**src/rtl/dram_frontend_scheduler.sv**
```systemverilog
// Single-outstanding, in-order scheduler between the core interconnect and the DRAM backend.
// Packs narrow write beats into one backend word and splits read returns into tagged beats.
module dram_frontend_scheduler #(
    parameter int FRONTEND_WORD_SIZE = 128,
    parameter int BACKEND_WORD_SIZE  = 512,
    parameter int ROW_W              = 16,
    parameter int COL_W              = 10,
    parameter int BANK_W             = 3,
    parameter int ID_W               = 4,
    parameter int CORE_W             = 2,
    localparam int CMD_W             = 1 + ROW_W + COL_W + BANK_W + ID_W + CORE_W
) (
    input  logic                          i_clk,
    input  logic                          i_rst_n,
    output logic                          o_scheduler_ready,
    input  logic                          i_interconnection_request_valid,
    input  logic [CMD_W-1:0]              i_interconnection_request,
    input  logic [FRONTEND_WORD_SIZE-1:0] i_interconnection_write_data,
    input  logic                          i_interconnection_write_data_last,
    input  logic                          i_backend_controller_ready,
    output logic                          o_frontend_command_valid,
    output logic [CMD_W-1:0]              o_frontend_command,
    output logic [BACKEND_WORD_SIZE-1:0]  o_frontend_write_data,
    output logic                          o_stall_backend_controller,
    output logic                          o_frontend_receive_ready,
    input  logic                          i_returned_data_valid,
    input  logic [BACKEND_WORD_SIZE-1:0]  i_returned_data,
    input  logic                          i_interconnection_ready,
    output logic                          o_scheduler_request_valid,
    output logic [FRONTEND_WORD_SIZE-1:0] o_scheduler_read_data,
    output logic                          o_scheduler_read_data_last,
    output logic [ID_W-1:0]               o_scheduler_request_id,
    output logic [CORE_W-1:0]             o_scheduler_core_num
);

    localparam int unsigned BEATS = BACKEND_WORD_SIZE / FRONTEND_WORD_SIZE;
    localparam int CNT_W = (BEATS > 1) ? $clog2(BEATS) : 1;
    localparam logic [CNT_W-1:0] LAST_BEAT = CNT_W'(BEATS - 1);

    typedef enum logic [2:0] {IDLE, WDATA, ISSUE, WAIT_R, SEND_R} state_e;

    state_e                         state_q, state_d;
    logic [CNT_W-1:0]               beat_q, beat_d;
    logic [CMD_W-1:0]               cmd_q, cmd_d;
    logic [BACKEND_WORD_SIZE-1:0]   wdata_q, wdata_d;
    logic [BACKEND_WORD_SIZE-1:0]   rdata_q, rdata_d;
    logic                           ready_q;

    always_ff @(posedge i_clk or negedge i_rst_n) begin
        if (!i_rst_n) begin
            state_q <= IDLE;
            beat_q  <= '0;
            cmd_q   <= '0;
            wdata_q <= '0;
            rdata_q <= '0;
            ready_q <= 1'b0;
        end else begin
            state_q <= state_d;
            beat_q  <= beat_d;
            cmd_q   <= cmd_d;
            wdata_q <= wdata_d;
            rdata_q <= rdata_d;
            // Ready is registered from the next state so it stays low through reset
            ready_q <= (state_d == IDLE);
        end
    end

    always_comb begin
        state_d = state_q;
        beat_d  = beat_q;
        cmd_d   = cmd_q;
        wdata_d = wdata_q;
        rdata_d = rdata_q;
        case (state_q)
            IDLE: begin
                if (i_interconnection_request_valid && ready_q) begin
                    cmd_d   = i_interconnection_request;
                    beat_d  = '0;
                    wdata_d = '0;
                    if (i_interconnection_request[CMD_W-1]) begin
                        wdata_d[FRONTEND_WORD_SIZE-1:0] = i_interconnection_write_data;
                        if (i_interconnection_write_data_last || BEATS == 1) begin
                            state_d = ISSUE;
                        end else begin
                            state_d = WDATA;
                            beat_d  = CNT_W'(1);
                        end
                    end else begin
                        state_d = ISSUE;
                    end
                end
            end
            WDATA: begin
                for (int unsigned k = 0; k < BEATS; k++) begin
                    if (beat_q == CNT_W'(k)) begin
                        wdata_d[k*FRONTEND_WORD_SIZE +: FRONTEND_WORD_SIZE] = i_interconnection_write_data;
                    end
                end
                if (i_interconnection_write_data_last || beat_q == LAST_BEAT) begin
                    state_d = ISSUE;
                    beat_d  = '0;
                end else begin
                    beat_d = beat_q + 1'b1;
                end
            end
            ISSUE: begin
                if (i_backend_controller_ready) begin
                    state_d = cmd_q[CMD_W-1] ? IDLE : WAIT_R;
                end
            end
            WAIT_R: begin
                if (i_returned_data_valid) begin
                    rdata_d = i_returned_data;
                    beat_d  = '0;
                    state_d = SEND_R;
                end
            end
            SEND_R: begin
                if (i_interconnection_ready) begin
                    if (beat_q == LAST_BEAT) begin
                        state_d = IDLE;
                        beat_d  = '0;
                    end else begin
                        beat_d = beat_q + 1'b1;
                    end
                end
            end
            default: state_d = IDLE;
        endcase
    end

    always_comb begin
        o_scheduler_ready          = ready_q;
        o_frontend_command_valid   = (state_q == ISSUE);
        o_frontend_command         = cmd_q;
        o_frontend_write_data      = wdata_q;
        o_stall_backend_controller = (state_q == SEND_R);
        o_frontend_receive_ready   = (state_q == WAIT_R);
        o_scheduler_request_valid  = (state_q == SEND_R);
        o_scheduler_read_data_last = (state_q == SEND_R) && (beat_q == LAST_BEAT);
        o_scheduler_request_id     = cmd_q[CORE_W +: ID_W];
        o_scheduler_core_num       = cmd_q[CORE_W-1:0];
        o_scheduler_read_data      = '0;
        for (int unsigned k = 0; k < BEATS; k++) begin
            if (state_q == SEND_R && beat_q == CNT_W'(k)) begin
                o_scheduler_read_data = rdata_q[k*FRONTEND_WORD_SIZE +: FRONTEND_WORD_SIZE];
            end
        end
    end

endmodule

```
**config.mk**
```make
export PLATFORM = sky130hd
export DESIGN_NAME = dram_frontend_scheduler
export DESIGN_NICKNAME = d
export VERILOG_FILES = /design/src/rtl/dram_frontend_scheduler.sv
export SDC_FILE = /design/constraint.sdc
export NUM_CORES = 2
export LEC_CHECK = 0
export ABC_AREA = 1
export ABC_CLOCK_PERIOD_IN_PS = 3100
export CORE_AREA = 8 8 521 523
export CTS_BUF_LIST = sky130_fd_sc_hd__clkbuf_8
export CTS_CLUSTER_DIAMETER = 30
export DETAILED_ROUTE_END_ITERATION = 8
export DIE_AREA = 0 0 529 531
export SKIP_LAST_GASP = 1
export SLEW_MARGIN = 10
export SYNTH_ARGS = -nofsm -noshare
export SYNTH_HDL_FRONTEND = slang
export SYNTH_SLANG_ARGS = --single-unit
```
**constraint.sdc**
```tcl
create_clock -name i_clk -period 3.1 [get_ports i_clk]
set_input_delay 0.62 -clock i_clk [delete_from_list [all_inputs] [get_ports i_clk]]
set_output_delay 0.62 -clock i_clk [all_outputs]
set_load 0.005 [all_outputs]
```
==> impl_metrics.yaml <==
worst_hold_path:
  hold_depth: 3
  hold_class: "input pin to flop"
  hold_path_end: "o_frontend_command[30]"
  min_from: "i_interconnection_request[30]"
worst_setup_path:
  crit_arrival_ns: 2.94
  slowest_delay_ns: 0.39
  critical_path_class: "flop to primary output"
  path_cells: "buf_6, ha_4, buf_12, buf_16, buf_16, buf_4, buf_8, nand4_1, nand3_4, nand2_4, nand2_4, buf_12"
  crit_path_start_kind: "flop"
  slowest_stage: "dfrtp_1"
  crit_fanout: 7
  r2r-start: "state_q[2]"
  required_ns: 2.48
  r2r_slack_ns: 0.10
  r2r-end: "o_frontend_write_data[491]"
  critPathCaptureType: "primary output"
  worstRegToRegCells: 13
timing:
  final-max-slew-violation-count: 0
  max_freq_mhz: 281
  fin_worst_skew_ns: 0.0520
  worst_pin_slew_ns: 1.28
  finalCriticalPeriod_ns: 3.56
  hold_viol: 0
  setup-violations-final: 129
  fin_tns_setup_ns: -38.17
  setup_ws_ns: -0.457
  final.period_utilization_pct: 115
  relSlewSlack_pct: 14.7
  grt_setup_unrepaired: "yes"
power_and_ir_drop:
  pwr-share-seq_pct: 31.4
  power_leakage_nw: 39.2
  p_int_mw: 42.3
  ir_drop_v: 0.000550
  pwr-share-comb_pct: 38.5
  clkPwrFrac_pct: 30.2
  powerDensity_nw_per_um2: 862
  power_switching_mw: 26.0
  swShare_pct: 38.1
layout:
  drive_above_1_share_pct: 20.2
  final_nets: 8364
  syn2layout_area_growth_pct: 65.6
  fin_area_um2: 79200
drt:
  wl_per_cell_um: 24.3
  drtPass1Iterations: 6
  wirelength_mm: 279
  vias: 50200
  drc: 0
  first_iter_violations: 4268
  viasPerCell: 4.38
  ant_nets: 0
synthesis:
  synth_edf_count: 0
  synth_ff_type: "dfrtp_1"
  yosysUniqueCellTypes: 23
  synth.avg_cell_area_um2: 7.88
  synth_nets: 6754
  ys_seq_area_share_pct: 55.8
  synthArstFlopShare_pct: 100
  syn_inst: 6067
  synth-seq-cells: 1066
  syn-cell-area_um2: 47800
  ys_warn_count: 0
floorplanning:
  die_h_um: 531
  floorplan.initialDensity_pct: 18.1
  dieArea_um2: 281000
  ios: 1371
  coreArea_um2: 263000
  rows: 189
  die_x_um: 529
status:
  status: "complete, but fails checks"
  violations: "setup timing"
global_routing:
  antenna_found_initial: 69
  gr-total-overflow: 0
  grt_max_degree: 129
  grt_usage_pct: 18.4
  grt_pass1_wl_mm: 375
  grt_pass1_vias: 48900
place:
  portBuffers: 1370
  dp_hpwl_mm: 196
  place_congestion: 0.885
  pre_cts_ws_ns: 0.0558
  dpl_cell_area_um2: 66800
cts:
  root_buffer: "clkbuf_8"
  clock_latency_ns: 0.92
  cts_made_buffers: 289
  cts.sinks: 1066
  clockBufferDepth: 4
  cts_tree: "done"
  clk_pin_slew_ns: 0.06
  cts-htree-levels: 5
flow_run:
  max_cap_viol_count: 0
-- logic make-up (layout without fill, tap and decap cells) --
logic type,count (synthesis),after routing,share of synthesized area (%)
simple gates,3676,3676,31.7
flops,1066,1066,55.8
buf+inv,894,2722,7.92
compound gates,427,427,4.49
fa+ha+maj,4,4,0.105
other cells,0,32,0
-- worst max-delay path, delay by kind of cell (launching register included) --
kind                     cells  cell delay [ns]
buffers and inverters        7             1.01
flip-flops                   1             0.39
adder cells (fa/ha/maj)      1             0.16
AND/OR/NAND/NOR              4             0.41
-- per-layer routing --
layer	share of wire [%]	wire, µm	global-route usage [%]	up-vias
met1	37	104000	21.4	24400
met3	11	31200	7.35	625
li1	-	-	-	22400
met4	5.0	13900	7.98	44
met5	0.10	287	0	-
met2	46	129000	30.2	2615
-- registers in the layout, summed over array words and instances (netlist names) --
register / count
o_frontend_write_data: 512
o_frontend_command: 36
beat_q: 2
rdata_q: 512
state_q: 3
o_scheduler_ready: 1
-- Yosys cell counts, types with 4 or more instances --
library cell     n  area [µm²]
buf_1           19        71.3
nand2_1       2361        8860
ha_1             4        50.1
buf_2          263        1320
dfrtp_1       1066       26700
a21oi_1        256        1280
inv_1          437        1640
nor2_1         399        1500
nand4_1        131         820
o21ai_0        169         846
clkbuf_1       146         548
buf_4           26         195
nand3_1        777        3890
-- layout make-up --
| cell class | count | area, µm² |
|---|---|---|
| diodes | 32 | 80.1 |
| clock buffers | 349 | 4800 |
| clock inverters | 160 | 1650 |
| fillers | 27900 | 184000 |
| inverters | 440 | 1690 |
| multi-input cells | 4107 | 19700 |
| flip-flops and latches | 1066 | 26700 |
| well taps | 3533 | 4420 |
| repair buffers | 1773 | 20100 |
-- how the worst max path moves through the flow --
stage               cells after the start  slack, ns                         end  startpoint
floorplan                               9       0.89  o_scheduler_read_data[100]   beat_q[1]
detailed placement                     11       0.06   o_scheduler_read_data[57]   beat_q[0]
global placement                       11       0.05   o_scheduler_read_data[57]   beat_q[0]
global route                           13      -0.65   o_scheduler_read_data[18]   beat_q[0]
CTS                                    15      -0.71   o_scheduler_read_data[27]  state_q[1]
finish                                 12      -0.46   o_scheduler_read_data[23]   beat_q[0]
-- timing repair --
item | CTS | global route
resized for setup | 725 | 614
gates cloned | 44 | 23
endpoints found under the setup margin | 133 | 160
hold buffers | 2 | 0
buffers inserted | 110 | 48
endpoints found under the hold margin | 20 | 0
pin swaps | 178 | 236
-- power groups by stage --
stage	Clock, mW	Combinational, mW	Sequential [mW]
global route	21.7	28.3	21.8
global placement	0	22.8	21.3
CTS	21.0	24.9	21.3
detailed placement	0	23.0	21.4
finish	20.6	26.2	21.4
floorplan	0	9.93	20.9
-- placed cells by master, fill, tap and decap left out, types with 6 or more instances in the layout --
cell type	count
clkbuf_8	349
buf_4	155
buf_12	157
clkdlybuf4s50_1	1235
buf_2	35
inv_2	80
o21ai_0	166
a21oi_1	256
nand4_1	131
inv_6	6
bufinv_16	29
nor2_1	363
nand2_2	258
diode_2	32
buf_6	90
nor2_2	23
nand3_4	18
nand3_2	53
dfrtp_1	1062
nand3_1	707
nand2_4	126
clkinv_2	47
nor2_4	16
buf_8	28
clkinvlp_4	15
clkbuf_16	19
nand2_1	1974
inv_1	404
buf_16	44
-- metrics by stage --
step	hold WS, ns	power, mW	util, %	std cells
after floorplan	0.324	30.8	-	6067
after global placement	0.452	44.1	25.3	10700
after detailed placement	0.457	44.4	25.3	10700
after CTS	0.0595	67.2	29.1	11400
after global routing	0.111	71.9	30.0	11400
final	0.232	68.2	30.1	11500
Power figures use the tool's default switching activity.
